### src/rtl/matrix_pkg.sv
`default_nettype none
// +-----------------------------------------------------------------------+
// | matrix_pkg : shared constants, types and helpers for matrix_stream_rx  |
// | Rev 1.0                                                               |
// +-----------------------------------------------------------------------+
package matrix_pkg;

  localparam int MATRIX_DIM = 16;
  localparam int WORD_BITS  = 32;
  localparam int LEVEL_W    = 2;
  localparam int PLANES     = 4;

  typedef logic [LEVEL_W-1:0]       level_t;
  typedef level_t [MATRIX_DIM-1:0]  row_levels_t;

  function automatic level_t sat_add(input level_t a, input logic b);
    if (b && (a != level_t'(PLANES - 1)))
      return a + level_t'(1);
    return a;
  endfunction

  // True when exactly one bit of the cathode field is low.
  function automatic logic one_cold(input logic [MATRIX_DIM-1:0] c);
    logic [MATRIX_DIM-1:0] x;
    x = ~c;
    return (x != '0) && ((x & (x - 1'b1)) == '0);
  endfunction

endpackage
`default_nettype wire

### src/rtl/link_edge_sync.sv
`default_nettype none
// +-----------------------------------------------------------------------+
// | link_edge_sync : multi-flop synchronizer with rising-edge detector     |
// | Rev 1.0                                                               |
// +-----------------------------------------------------------------------+
module link_edge_sync #(
  parameter int SYNC_STAGES = 2
) (
  input  logic clk,
  input  logic rst_n,
  input  logic i_async,
  output logic o_level,
  output logic o_rise
);

  logic [SYNC_STAGES-1:0] r_sync;
  logic                   r_prev;

  always_ff @(posedge clk or negedge rst_n) begin
    if (!rst_n) begin
      r_sync <= '0;
      r_prev <= 1'b0;
    end else begin
      r_sync <= {r_sync[SYNC_STAGES-2:0], i_async};
      r_prev <= r_sync[SYNC_STAGES-1];
    end
  end

  assign o_level = r_sync[SYNC_STAGES-1];
  assign o_rise  = r_sync[SYNC_STAGES-1] & ~r_prev;

endmodule
`default_nettype wire

### src/rtl/matrix_stream_rx.sv
`default_nettype none
// +-----------------------------------------------------------------------+
// | matrix_stream_rx : rebuilds the 2-bit 16x16 frame from the 595 link    |
// | Rev 1.0                                                               |
// +-----------------------------------------------------------------------+
module matrix_stream_rx
  import matrix_pkg::*;
#(
  parameter int SYNC_STAGES = 2
) (
  input  logic         clk,
  input  logic         rst_n,
  input  logic         serial_clk,
  input  logic         serial_data,
  input  logic         rclk,
  input  logic         clear,
  input  logic [3:0]   pix_x,
  input  logic [3:0]   pix_y,
  output logic [1:0]   pix_level,
  output logic         frame_done,
  output logic         word_err
);

  localparam int             FILL_W    = $clog2(WORD_BITS + 1);
  localparam logic [FILL_W-1:0] c_FILL_FULL = FILL_W'(WORD_BITS);
  localparam int             OCC_W     = $clog2(PLANES);
  localparam logic [OCC_W-1:0]  c_OCC_LAST  = OCC_W'(PLANES - 1);
  localparam logic [3:0]     c_LAST_ROW = 4'(MATRIX_DIM - 1);

  logic w_sclk_level, w_sclk_rise;
  logic w_data_level, w_data_rise;
  logic w_rclk_level, w_rclk_rise;
  logic w_clear_level, w_clear_rise;
  logic w_unused;

  link_edge_sync #(.SYNC_STAGES(SYNC_STAGES)) u_sync_sclk (
    .clk(clk), .rst_n(rst_n), .i_async(serial_clk),
    .o_level(w_sclk_level), .o_rise(w_sclk_rise));

  link_edge_sync #(.SYNC_STAGES(SYNC_STAGES)) u_sync_data (
    .clk(clk), .rst_n(rst_n), .i_async(serial_data),
    .o_level(w_data_level), .o_rise(w_data_rise));

  link_edge_sync #(.SYNC_STAGES(SYNC_STAGES)) u_sync_rclk (
    .clk(clk), .rst_n(rst_n), .i_async(rclk),
    .o_level(w_rclk_level), .o_rise(w_rclk_rise));

  link_edge_sync #(.SYNC_STAGES(SYNC_STAGES)) u_sync_clear (
    .clk(clk), .rst_n(rst_n), .i_async(clear),
    .o_level(w_clear_level), .o_rise(w_clear_rise));

  assign w_unused = &{1'b0, w_sclk_level, w_data_rise, w_rclk_level, w_clear_rise};

  logic [WORD_BITS-1:0] r_shift;
  logic [FILL_W-1:0]    r_fill;
  logic [WORD_BITS-1:0] r_storage;
  logic                 r_pending;

  always_ff @(posedge clk or negedge rst_n) begin
    if (!rst_n) begin
      r_shift <= '0;
      r_fill  <= '0;
    end else if (!w_clear_level) begin
      r_shift <= '0;
      r_fill  <= '0;
    end else if (w_sclk_rise) begin
      r_shift <= {r_shift[WORD_BITS-2:0], w_data_level};
      if (r_fill != c_FILL_FULL)
        r_fill <= r_fill + 1'b1;
    end
  end

  // r_shift still holds the pre-shift word if a shift lands in the same cycle.
  always_ff @(posedge clk or negedge rst_n) begin
    if (!rst_n) begin
      r_storage <= '0;
      r_pending <= 1'b0;
    end else begin
      r_pending <= 1'b0;
      if (w_rclk_rise) begin
        r_storage <= r_shift;
        r_pending <= (r_fill == c_FILL_FULL);
      end
    end
  end

  logic [MATRIX_DIM-1:0] w_anode;
  logic [MATRIX_DIM-1:0] w_cathode;
  logic                  w_valid;
  logic [3:0]            w_row;
  row_levels_t           w_sum;

  assign w_anode   = r_storage[WORD_BITS-1:MATRIX_DIM];
  assign w_cathode = r_storage[MATRIX_DIM-1:0];
  assign w_valid   = one_cold(w_cathode);

  always_comb begin
    w_row = '0;
    for (int p = 0; p < MATRIX_DIM; p++) begin
      if (!w_cathode[p])
        w_row = 4'(MATRIX_DIM - 1 - p);
    end
  end

  row_levels_t           r_acc [MATRIX_DIM];
  logic [OCC_W-1:0]      r_occ [MATRIX_DIM];
  row_levels_t           r_fb  [MATRIX_DIM];
  logic                  r_frame_done;
  logic                  r_word_err;

  generate
    for (genvar gi = 0; gi < MATRIX_DIM; gi++) begin : g_sum
      assign w_sum[gi] = sat_add(r_acc[w_row][gi], w_anode[gi]);
    end
  endgenerate

  always_ff @(posedge clk or negedge rst_n) begin
    if (!rst_n) begin
      for (int r = 0; r < MATRIX_DIM; r++) begin
        r_acc[r] <= '0;
        r_occ[r] <= '0;
        r_fb[r]  <= '0;
      end
      r_frame_done <= 1'b0;
      r_word_err   <= 1'b0;
    end else begin
      r_frame_done <= 1'b0;
      r_word_err   <= 1'b0;
      if (r_pending) begin
        if (!w_valid) begin
          r_word_err <= 1'b1;
        end else if (r_occ[w_row] == c_OCC_LAST) begin
          r_fb[w_row]  <= w_sum;
          r_acc[w_row] <= '0;
          r_occ[w_row] <= '0;
          r_frame_done <= (w_row == c_LAST_ROW);
        end else begin
          r_acc[w_row] <= w_sum;
          r_occ[w_row] <= r_occ[w_row] + 1'b1;
        end
      end
    end
  end

  logic [1:0] r_pix_level;

  always_ff @(posedge clk or negedge rst_n) begin
    if (!rst_n)
      r_pix_level <= '0;
    else
      r_pix_level <= r_fb[pix_y][pix_x];
  end

  assign pix_level  = r_pix_level;
  assign frame_done = r_frame_done;
  assign word_err   = r_word_err;

endmodule
`default_nettype wire

### config.mk
export PLATFORM = sky130hd
export DESIGN_NAME = matrix_stream_rx
export DESIGN_NICKNAME = d
export VERILOG_FILES = /design/src/rtl/matrix_pkg.sv /design/src/rtl/link_edge_sync.sv /design/src/rtl/matrix_stream_rx.sv
export SDC_FILE = /design/constraint.sdc
export NUM_CORES = 2
export LEC_CHECK = 0
export BUFFER_PORTS_ARGS = -buffer_cell sky130_fd_sc_hd__buf_2
export CAP_MARGIN = 5
export CORE_MARGIN = 5
export CORE_UTILIZATION = 65
export DETAILED_ROUTE_END_ITERATION = 8
export HOLD_SLACK_MARGIN = 0.02
export PLACE_DENSITY_LB_ADDON = 0.08
export SETUP_SLACK_MARGIN = 0.2
export SLEW_MARGIN = 30
export SYNTH_ARGS = -nofsm -noshare
export SYNTH_HDL_FRONTEND = slang
export SYNTH_SLANG_ARGS = --single-unit
### constraint.sdc
create_clock -name clk -period 10.2 [get_ports clk]
set_input_delay 1.53 -clock clk [delete_from_list [all_inputs] [get_ports clk]]
set_output_delay 1.53 -clock clk [all_outputs]
set_load 0.02 [all_outputs]
==> results.sh <==
export IMPL_worstSkewPairLatency_ps=700
export IMPL_synth_main_ff_cell="dfrtp_1"
export IMPL_drt_iter0_drc=4564
export IMPL_grtUsageTotal=0.346
export IMPL_cts_buffers=113
export IMPL_grt_pass1_wl_um=230000
export IMPL_synth_area_leaders="dfrtp_1 (55%), nand2_1 (7.6%), mux4_2 (6.9%)"
export IMPL_crit_path_end_kind="register"
export IMPL_yosys_area_top_type="dfrtp_1"
export IMPL_grt_max_degree=174
export IMPL_critPathSlowestCell="nand3_1"
export IMPL_fp_coreArea_um2=79100
export IMPL_synth_cell_area_um2=52000
export IMPL_critPathTopFamily="buffers and inverters"
export IMPL_place_congestion=0.885
export IMPL_drive_gt1_frac=0.152
export IMPL_cts_root_buffer="clkbuf_16"
export IMPL_yosysTopAreaCellShare=0.550
export IMPL_synth_edf_count=0
export IMPL_cts_tree="done"
export IMPL_cts_sinks=1141
export IMPL_die_y_um=293
export IMPL_hold_violations=0
export IMPL_postRouteAntennaNets=0
export IMPL_overflow=0
export IMPL_hp_class="reg -> reg"
export IMPL_cp_required_ps=10790
export IMPL_tightestPinTransition_ps=1050
export IMPL_vias_per_cell=6.64
export IMPL_wire_per_inst_um=25.5
export IMPL_stdcell_count=5819
export IMPL_dp_hpwl_um=83000
export IMPL_ios=18
export IMPL_yosysWarnings=0
export IMPL_clk_pin_slew_ps=60
export IMPL_finalCritPeriodShare=0.613
export IMPL_drt_pass1_iter_count=6
export IMPL_status="finished, final reports clean"
export IMPL_cap_violations=0
export IMPL_synth_cell_types=80
export IMPL_port_buffers=17
export IMPL_dp_worst_setup_slack_ps=4200
export IMPL_ys_ff_latch=1141
export IMPL_holdBufCountCts=0
export IMPL_setup_violations=0
export IMPL_antenna_found_initial=2
export IMPL_synth_most_common_cell="dfrtp_1"
export IMPL_worstSetupPathType="reg -> reg"
export IMPL_crit_fanout=43
export IMPL_cts_path_max_buffers=3
export IMPL_vdd_ir_drop_max_mv=0.156
export IMPL_drt_total_wl_um=148000
export IMPL_tns_ps=0
export IMPL_drc_errors=0
export IMPL_critPathBufInv=5
export IMPL_max_freq_mhz=160
export IMPL_syn_num_nets=4906
export IMPL_slew_limit_headroom=0.295
export IMPL_synthToLayoutAreaGrowth_pct=8.59
export IMPL_crit_top_cell="buf_4"
export IMPL_synth_async_reset_ratio=1.00
export IMPL_period_minus_slack_ps=6260
export IMPL_cts_setup_buffers=0
export IMPL_arrival_ps=6850
export IMPL_htree_levels=3
export IMPL_dp_cells=5605
export IMPL_die_width_um=293
export IMPL_start_kind="register"
export IMPL_fin_ws_ps=3940
export IMPL_maxSlewViolCount=0
export IMPL_synthTopCellsByCount="dfrtp_1 (1,141), nand2_1 (1,047), o21ai_0 (607)"
export IMPL_synthCells=4873
export IMPL_grt_pass1_vias=38237
export IMPL_rsz0062_at_grt="no"
export IMPL_p_leak_nw=24.4
export IMPL_p_per_area_nw_per_um2=158
export IMPL_crit_chain="nand2_1, a311oi_2, a21oi_4, buf_4, o21ai_4, buf_4, buf_4, o22ai_1, a21oi_1, o22ai_1, a221oi_1, ha_2, buf_4, nand2_1, nor2_1, nand3_1, buf_4, o21ai_0"
export IMPL_vias=38638
export IMPL_finClkSkew_ps=26.9
export IMPL_start_util=0.657
export IMPL_nets=4711
export IMPL_avgSynthCellArea_um2=10.7
export IMPL_fp_row_count=103
export IMPL_ctsResizeCount=0
export IMPL_max_stage_delay_ps=670
export IMPL_yosysSeqAreaShare=0.550
export IMPL_die_area_um2=85700
==> where the power goes <==
group	internal [W]	total (W)	switching [W]	leakage, nW
registers	0.00453	0.00453	0.00000244	15.9
logic	0.0000454	0.000190	0.000145	6.58
clock network	0.00244	0.00421	0.00177	1.86
==> state kept, by name, indices dropped and copies added, names as in the netlist <==
register,cells
frame_done,1
pix_level,2
u_sync_sclk.r_sync,2
u_sync_sclk.r_prev,1
r_acc,512
r_fill,6
r_storage,32
u_sync_rclk.r_prev,1
r_shift,32
r_occ,32
u_sync_rclk.r_sync,2
r_fb,512
r_pending,1
u_sync_data.r_sync,2
u_sync_clear.r_sync,2
word_err,1
==> cells by family after synthesis <==
| kind of cell | synth area share |
|---|---|
| flip-flops | 0.550 |
| buffers and inverters | 0.0404 |
| adder cells (fa/ha/maj) | 0.00458 |
| multiplexers | 0.108 |
| AND/OR/NAND/NOR | 0.118 |
| XOR/XNOR | 0.00482 |
| AO/OA/AOI/OAI | 0.174 |
==> path summary, 6_finish.rpt <==
check	from	to	slack [ps]	depth (start not counted)
setup / recovery	r_storage[10]$_DFFE_PN0P_	r_fb[271]$_DFFE_PN0P_	3940	18
min in group asynchronous	rst_n	r_fb[102]$_DFFE_PN0P_	840	1
hold reg to reg	u_sync_sclk.r_sync[0]$_DFF_PN0_	u_sync_sclk.r_sync[1]$_DFF_PN0_	350	0
setup reg to reg	r_storage[10]$_DFFE_PN0P_	r_fb[271]$_DFFE_PN0P_	3940	18
max in group asynchronous	rst_n	r_acc[365]$_DFFE_PN0P_	7140	5
hold / removal	u_sync_sclk.r_sync[0]$_DFF_PN0_	u_sync_sclk.r_sync[1]$_DFF_PN0_	350	0
==> per-layer routing <==
layer	global-route usage	share of wire	vias up
met1	0.474	0.40	19503
met3	0.0703	0.085	431
li1	-	-	16880
met2	0.537	0.46	1824
met4	0.172	0.057	0
met5	0	0	-
==> cell type report <==
type | instances | area (µm²)
diodes | 1 | 2.50
clock buffers | 178 | 3450
clock inverters | 27 | 304
fillers | 5730 | 22700
inverters | 25 | 93.8
multi-input cells | 3269 | 21600
flip-flops and latches | 1141 | 28600
well taps | 1050 | 1310
repair buffers | 128 | 1140
==> layout by cell type (no fill, tap or decap), types with 14 or more instances in the layout <==
cell type / instances
o221ai_1: 17
nand3_1: 41
dfrtp_1: 1141
a211o_1: 16
or2_0: 15
o22ai_1: 51
nor3b_1: 14
nand2b_1: 19
mux4_2: 160
o41ai_4: 14
ha_1: 18
a211oi_1: 21
clkinv_2: 15
o21ai_0: 607
o21ai_1: 326
clkbuf_1: 28
and4_1: 35
buf_4: 92
a22o_1: 30
mux2_2: 143
a21boi_0: 34
buf_2: 14
or3_1: 40
clkbuf_8: 38
nor2b_1: 36
a21oi_1: 86
o22a_1: 15
a21o_1: 14
mux2i_1: 39
inv_1: 25
a32o_1: 14
clkbuf_16: 114
a31oi_1: 42
nor2_1: 89
o31ai_1: 22
nand2_1: 1041
a22oi_1: 112
==> worst reg2reg max path, stage by stage, from the launching register on <==
cell and delay, ps:
dfrtp_1 530, nand2_1 180, a311oi_2 500, a21oi_4 100, buf_4 340, o21ai_4 130, buf_4 340, buf_4 590
o22ai_1 190, a21oi_1 190, o22ai_1 110, a221oi_1 250, ha_2 210, buf_4 430, nand2_1 210, nor2_1 430
nand3_1 670, buf_4 520, o21ai_0 240
==> metrics by stage <==
step                cell area [µm²]  hold slack [ps]   util  power (W)
floorplan                     52000              331      -    0.00468
global placement              52400              333  0.662    0.00480
detailed placement            52500              336  0.663    0.00481
CTS                           56200              349  0.711    0.00897
global route                  56400              367  0.713    0.00919
finish                        56400              346  0.713    0.00893
(Power assumes the default switching activity.)
